[src/rtl/wptr_full_if.sv]
// Write-side FIFO pointer bundle: producer request, synchronised read pointer,
// and the pointer/flag outputs of wptr_full.
interface wptr_full_if #(
  parameter int ADDR_SIZE = 3
);
  logic                 winc;
  logic                 wovf_clr;
  logic [ADDR_SIZE:0]   wq2_rptr;
  logic [ADDR_SIZE:0]   wptr;
  logic [ADDR_SIZE-1:0] waddr;
  logic                 wr_en;
  logic                 wfull;
  logic                 walmost_full;
  logic [ADDR_SIZE:0]   wlevel;
  logic                 woverflow;

  modport master (
    output winc, wovf_clr, wq2_rptr,
    input  wptr, waddr, wr_en, wfull, walmost_full, wlevel, woverflow
  );

  modport slave (
    input  winc, wovf_clr, wq2_rptr,
    output wptr, waddr, wr_en, wfull, walmost_full, wlevel, woverflow
  );
endinterface

[src/rtl/wptr_full.sv]
// Async FIFO write-domain pointer: binary/Gray write pointer, full and
// almost-full flags, conservative fill level and sticky overflow.
module wptr_full #(
  parameter int ADDR_SIZE = 3,
  parameter int AF_LEVEL  = 6
) (
  input logic       wclk,
  input logic       wrst,
  wptr_full_if.slave bus
);
  localparam logic [ADDR_SIZE:0] AF_THRESH = AF_LEVEL[ADDR_SIZE:0];

  logic [ADDR_SIZE:0] wbin;
  logic [ADDR_SIZE:0] wgray;
  logic [ADDR_SIZE:0] level;
  logic               full;
  logic               almost_full;
  logic               overflow;

  logic               wr_en;
  logic [ADDR_SIZE:0] wbin_next;
  logic [ADDR_SIZE:0] wgray_next;
  logic [ADDR_SIZE:0] rbin_s;
  logic [ADDR_SIZE:0] full_mask;
  logic [ADDR_SIZE:0] level_next;

  // Reset must also block the write strobe, since fifo_mem is not reset.
  assign wr_en      = bus.winc & ~full & ~wrst;
  assign wbin_next  = wbin + {{ADDR_SIZE{1'b0}}, wr_en};
  assign wgray_next = (wbin_next >> 1) ^ wbin_next;
  assign level_next = wbin_next - rbin_s;

  always_comb begin
    rbin_s = '0;
    for (int i = 0; i <= ADDR_SIZE; i++) begin
      rbin_s[i] = ^(bus.wq2_rptr >> i);
    end
  end

  // Full in Gray space: top two bits inverted, the rest identical.
  always_comb begin
    full_mask                = '0;
    full_mask[ADDR_SIZE]     = 1'b1;
    full_mask[ADDR_SIZE-1]   = 1'b1;
  end

  always_ff @(posedge wclk or posedge wrst) begin
    if (wrst) begin
      wbin        <= '0;
      wgray       <= '0;
      level       <= '0;
      full        <= 1'b0;
      almost_full <= 1'b0;
      overflow    <= 1'b0;
    end else begin
      wbin        <= wbin_next;
      wgray       <= wgray_next;
      level       <= level_next;
      full        <= (wgray_next == (bus.wq2_rptr ^ full_mask));
      almost_full <= (level_next >= AF_THRESH);
      if (bus.winc && full) begin
        overflow <= 1'b1;
      end else if (bus.wovf_clr) begin
        overflow <= 1'b0;
      end
    end
  end

  assign bus.wptr         = wgray;
  assign bus.waddr        = wbin[ADDR_SIZE-1:0];
  assign bus.wr_en        = wr_en;
  assign bus.wfull        = full;
  assign bus.walmost_full = almost_full;
  assign bus.wlevel       = level;
  assign bus.woverflow    = overflow;
endmodule

[src/flat_wrapper.sv]
// flat-port wrapper written by rule: the top's interface ports become plain ports
module wptr_full_flat 
#(
  parameter int ADDR_SIZE = 3,
  parameter int AF_LEVEL  = 6
)
  (wclk, wrst, bus_winc, bus_wovf_clr, bus_wq2_rptr, bus_wptr, bus_waddr, bus_wr_en, bus_wfull, bus_walmost_full, bus_wlevel, bus_woverflow);
  wptr_full_if #(.ADDR_SIZE(ADDR_SIZE)) bus_i ();
  input logic wclk;
  input logic wrst;
  input wire logic [$bits(bus_i.winc)-1:0] bus_winc;
  input wire logic [$bits(bus_i.wovf_clr)-1:0] bus_wovf_clr;
  input wire logic [$bits(bus_i.wq2_rptr)-1:0] bus_wq2_rptr;
  output wire logic [$bits(bus_i.wptr)-1:0] bus_wptr;
  output wire logic [$bits(bus_i.waddr)-1:0] bus_waddr;
  output wire logic [$bits(bus_i.wr_en)-1:0] bus_wr_en;
  output wire logic [$bits(bus_i.wfull)-1:0] bus_wfull;
  output wire logic [$bits(bus_i.walmost_full)-1:0] bus_walmost_full;
  output wire logic [$bits(bus_i.wlevel)-1:0] bus_wlevel;
  output wire logic [$bits(bus_i.woverflow)-1:0] bus_woverflow;
  assign bus_i.winc = bus_winc;
  assign bus_i.wovf_clr = bus_wovf_clr;
  assign bus_i.wq2_rptr = bus_wq2_rptr;
  assign bus_wptr = bus_i.wptr;
  assign bus_waddr = bus_i.waddr;
  assign bus_wr_en = bus_i.wr_en;
  assign bus_wfull = bus_i.wfull;
  assign bus_walmost_full = bus_i.walmost_full;
  assign bus_wlevel = bus_i.wlevel;
  assign bus_woverflow = bus_i.woverflow;
  wptr_full #(.ADDR_SIZE(ADDR_SIZE), .AF_LEVEL(AF_LEVEL)) u_core (.wclk(wclk), .wrst(wrst), .bus(bus_i));
endmodule
[config.mk]
export PLATFORM = sky130hd
export DESIGN_NAME = wptr_full_flat
export DESIGN_NICKNAME = d
export VERILOG_FILES = /design/src/rtl/wptr_full_if.sv /design/src/rtl/wptr_full.sv /design/src/flat_wrapper.sv
export SDC_FILE = /design/constraint.sdc
export NUM_CORES = 1
export LEC_CHECK = 0
export ABC_AREA = 1
export BUFFER_PORTS_ARGS = -buffer_cell sky130_fd_sc_hd__buf_2
export CAP_MARGIN = 20
export CORE_MARGIN = 10
export CORE_UTILIZATION = 50
export DETAILED_ROUTE_END_ITERATION = 12
export PLACE_DENSITY = 0.78
export SLEW_MARGIN = 20
export SYNTH_ARGS = -nofsm -noshare
export SYNTH_HDL_FRONTEND = slang
export SYNTH_SLANG_ARGS = --single-unit
[constraint.sdc]
create_clock -name wclk -period 3.2 [get_ports wclk]
set_input_delay 0.48 -clock wclk [delete_from_list [all_inputs] [get_ports wclk]]
set_output_delay 0.48 -clock wclk [all_outputs]
set_load 0.05 [all_outputs]
Word level (Yosys, flattened, before mapping) --
Cells that the tools add are included.
Word-level totals: flip-flop bits (word level) 15, bits in latches 0, bits in writable memories 0, memory bits (read-only) 0, input bits 8, output and inout port bits 15, logic and storage cells 24, memories kept 0
Cells by class: add/subtract/negate cells 2, multipliers 0, divide/modulo/power cells 0, order comparisons 1, eq/ne operators 1, shifts and indexed selects 0, muxes and demuxes 2, bitwise gates (word level) 6, reductions and logical operators 6
Operator list (count):
- parity 4 bit | 4
- adder 4 x 1 -> 4 bit | 1
- == test 4 bit | 1
- >= comparator 4 x 3 -> 1 bit, second input constant | 1
- subtractor 4 bit | 1
- XOR 3 x 4 -> 4 bit | 1
- bitwise AND 1 bit | 2
- two-way mux 1 bit | 2
- inverter 1 bit | 2
- inverter 2 bit | 1
- nonzero test 2 bit | 1
- logical AND 1 bit | 1

Logic depth before layout (Yosys ltp) --
word-level depth 6, depth in mapped cells 14, mapped depth without buffers 14

Worst setup path after synthesis --
OpenSTA, ideal clock, no wires.
kind input to register, from input wrst, to register u_core.almost_full (netlist: u_core.bus.walmost_full), library setup time 126 ps, arrival 3025 ps, data required time 3074 ps, slack 49 ps, stages 13, buffers on the path 0, cells stage by stage inv_1 nand2_1 nor2_1 ha_1 ha_1 inv_1 nand2_1 nand2_1 ha_1 a21oi_1 inv_1 nand3_1 nand3_1
On the way: cells in the longest elaborated chain, start to end 5
RTL lines:
- from (decl) | RTL line flat_wrapper.sv:10 | input logic wrst;
- inverter 1 bit | RTL line wptr_full.sv:28 | assign wr_en = bus.winc & ~full & ~wrst;
- bitwise AND 1 bit | RTL line wptr_full.sv:28
- via bus_wr_en | RTL line flat_wrapper.sv:16 | output wire logic [$bits(bus_i.wr_en)-1:0] bus_wr_en;
- adder 4 x 1 -> 4 bit | RTL line wptr_full.sv:29 | assign wbin_next = wbin + {{ADDR_SIZE{1'b0}}, wr_en};
- via u_core.wbin_next[2] | RTL line wptr_full.sv:21 | logic [ADDR_SIZE:0] wbin_next;
- subtractor 4 bit | RTL line wptr_full.sv:31 | assign level_next = wbin_next - rbin_s;
- >= comparator 4 x 3 -> 1 bit | RTL line wptr_full.sv:60 | almost_full <= (level_next >= AF_THRESH);
- to (signal assigned) | RTL line wptr_full.sv:60
- to (decl) | RTL line wptr_full.sv:17 | logic almost_full;
The timed path passes the listed nets, and every way through them passes these cells. A chain may end at the register's enable or synchronous reset.

Worst setup path in the final report --
from input wrst, to register u_core.almost_full (netlist: u_core.bus.walmost_full)
On the way: cells in the longest elaborated chain, start to end 5
RTL lines (RTL line):
- inverter 1 bit | wptr_full.sv:28
- bitwise AND 1 bit | wptr_full.sv:28
- adder 4 x 1 -> 4 bit | wptr_full.sv:29
- via u_core.wbin_next[2] | wptr_full.sv:21
- subtractor 4 bit | wptr_full.sv:31
- >= comparator 4 x 3 -> 1 bit | wptr_full.sv:60
The timed path passes the listed nets, and every way through them passes these cells.

==> metrics.md <==
| Metric | Value |
|---|---|
| Max stage delay cell, worst path | ha_1 |
| Worst-Skew Late Latency | 0.27 ns |
| Synth Cell Area | 761 sq um |
| Crit Path Class | input pin to flip-flop |
| Commonest cells after routing, fill and taps aside | nand2_1, buf_2, inv_1 |
| Global Route Usage Sum | 10.3% |
| First-pass iteration count of the detailed router | 3 |
| Worst Skew | 0.00710 ns |
| Layout cell share with drive strength beyond 1 | 24.1% |
| Wire per inst | 12.1 um |
| Setup bufs post-CTS | 0 |
| Area Growth Syn to Fin | 21.1% |
| Root Driver | clkbuf_4 |
| Unrepaired setup endpoints after global routing | no |
| Hold Buf Count CTS | 0 |
| Die H | 59.0 um |
| Largest net degree at the start of global routing | 15 |
| Initial drt markers | 8 |
| Setup tns final | 0 ns |
| Die area | 3480 sq um |
| Clock-pin slew on the worst setup and hold paths | 0.08 ns |
| Status | finished, final reports clean |
| DP Area | 898 sq um |
| Dpl hpwl | 1.39 mm |
| Final ANT Viol Nets | 0 |
| Hold Fails Final Rpt | 0 |
| CP endpoint kind | flip-flop |
| Yosys warnings | 0 |
| Util after Layout | 62.6% |
| Antenna diode count | 0 |
| WP data arrival | 2.32 ns |
| Row cnt | 14 |
| Die Wd | 59.0 um |
| Global-route wire length before repair | 2.84 mm |
| Initial core utilization | 51.7% |
| Post-Syn Instances | 90 |
| Distinct cell type count after synthesis | 15 |
| Fin crit period | 2.17 ns |
| CTS resizes | 0 |
| Gpl congestion | 0.833 |
| Final WL | 1.59 mm |
| Fmax | 0.461 GHz |
| Syn_nets | 104 |
| Vias in the first global route | 691 |
| Worst Path Max Fanout | 5 |
| Final Cell Area | 921 sq um |
| Slew HR | 83.0% |
| Most common cell after layout, fill and taps aside | nand2_1 |
| Startpoint types | input pin |
| Synth Area per Inst | 8.45 sq um |
| Vias/cell | 4.89 |
| Total congestion overflow | 0 |
| Final Cycle Share | 67.8% |
| Fin Hold WS | 0.225 ns |
| Slew @ Worst Pin | 0.256 ns |
| Core area | 1470 sq um |
| Synthesized flop and latch total | 14 |
| Seq/Total Area, Yosys | 46.1% |
| CP max stage delay | 0.35 ns |
| Post-route DRC | 0 |
| CTS H-tree depth | 1 |
| Vias post-DR | 646 |
| Initial antenna violation count | 0 |
| Final Max Tran Viols | 0 |
| TritonCTS buffer count | 3 |
| Clock tree from TritonCTS | built |
| CP cell instances | buf_2, inv_1, nand2_1, nor2_1, ha_1, ha_1, inv_1, nand2_1, nand2_1, ha_1, a21oi_1, inv_1, nand3_1, nand3_1 |
| Fin nets | 132 |
| Final setup fails | 0 |
| Worst path required time | 3.35 ns |
| Max-Cap Viols | 0 |
| Clock Path Buffers | 2 |
| Hold WC Path Type | input pin to async pin |
| I/O Buffers | 22 |
| IO Pins | 23 |
| Clk sink count | 14 |
[final cells by class]
type	instances	area, sq um
sequential	14	350
multi-input combinational	57	339
inverter	19	71.3
fill	137	551
clock buffer	3	22.5
tap	16	20.0
timing repair buffer	23	118
[cells in the mapped netlist]
cell type / count / share of area (%)
nand3_1: 11 / 7.2
xnor2_1: 1 / 1.2
nor2_1: 3 / 1.5
xor2_2: 1 / 2.1
nand4_1: 2 / 1.6
nand2_1: 27 / 13
fa_1: 1 / 2.6
inv_1: 19 / 9.4
xor2_1: 2 / 2.3
dfrtp_1: 14 / 46
o21ai_0: 1 / 0.66
ha_1: 5 / 8.2
a21oi_1: 1 / 0.66
xnor2_2: 1 / 2.1
o21bai_1: 1 / 0.99
[cell families (layout without fill, tap and decap cells)]
| logic type | count (synthesis) | count (layout) | synth area share [%] |
|---|---|---|---|
| AOI/OAI and AO/OA | 3 | 3 | 2.30 |
| xor gates and xnor gates | 5 | 5 | 7.73 |
| adders and majority gates | 6 | 6 | 10.9 |
| buffers and inverters | 19 | 45 | 9.38 |
| DFF | 14 | 14 | 46.1 |
| and+or+nand+nor | 43 | 43 | 23.7 |
[through the flow]
stage / std cells / setup WS [ns]
final: 132 / 1.03
after global routing: 132 / 0.834
after CTS: 132 / 1.02
after detailed placement: 129 / 0.723
after global placement: 129 / 0.860
after floorplan: 90 / 0.0495
[routing by layer]
metal | wire length [um] | global-route usage [%]
met3 | 140 | 4.94
met4 | 31 | 3.93
met5 | 0 | 0
met2 | 790 | 17.6
met1 | 629 | 10.7
[final timing paths]
path / slack (ns) / depth (start not counted) / from / end
max reg2reg: 1.04 / 11 / u_core.bus.wfull$_DFF_PP0_ / u_core.bus.walmost_full$_DFF_PP0_
max in group asynchronous: 2.80 / 3 / wrst / u_core.wbin[0]$_DFF_PP0_
min: 0.22 / 3 / wrst / u_core.bus.wlevel[2]$_DFF_PP0_
min in group wclk: 0.40 / 2 / bus_wovf_clr / u_core.bus.woverflow$_DFFE_PP0P_
max: 1.03 / 14 / wrst / u_core.bus.walmost_full$_DFF_PP0_
min reg2reg: 0.53 / 2 / u_core.bus.wfull$_DFF_PP0_ / u_core.bus.woverflow$_DFFE_PP0P_
[worst max-delay path: cells and delay by family]
family / cells / cell delay, ns
AOI/OAI and AO/OA: 1 / 0.20
and+or+nand+nor: 6 / 0.53
buffers and inverters: 4 / 0.29
adders and majority gates: 3 / 0.82
[flip-flops by register name, indices dropped and copies added (netlist names)]
name	flops
u_core.bus.walmost_full	1
u_core.bus.woverflow	1
u_core.wbin	4
u_core.bus.wptr	3
u_core.bus.wlevel	4
u_core.bus.wfull	1
Power is not shown: default switching activity piles up to over one toggle a cycle in this logic, so the estimate is an artifact.
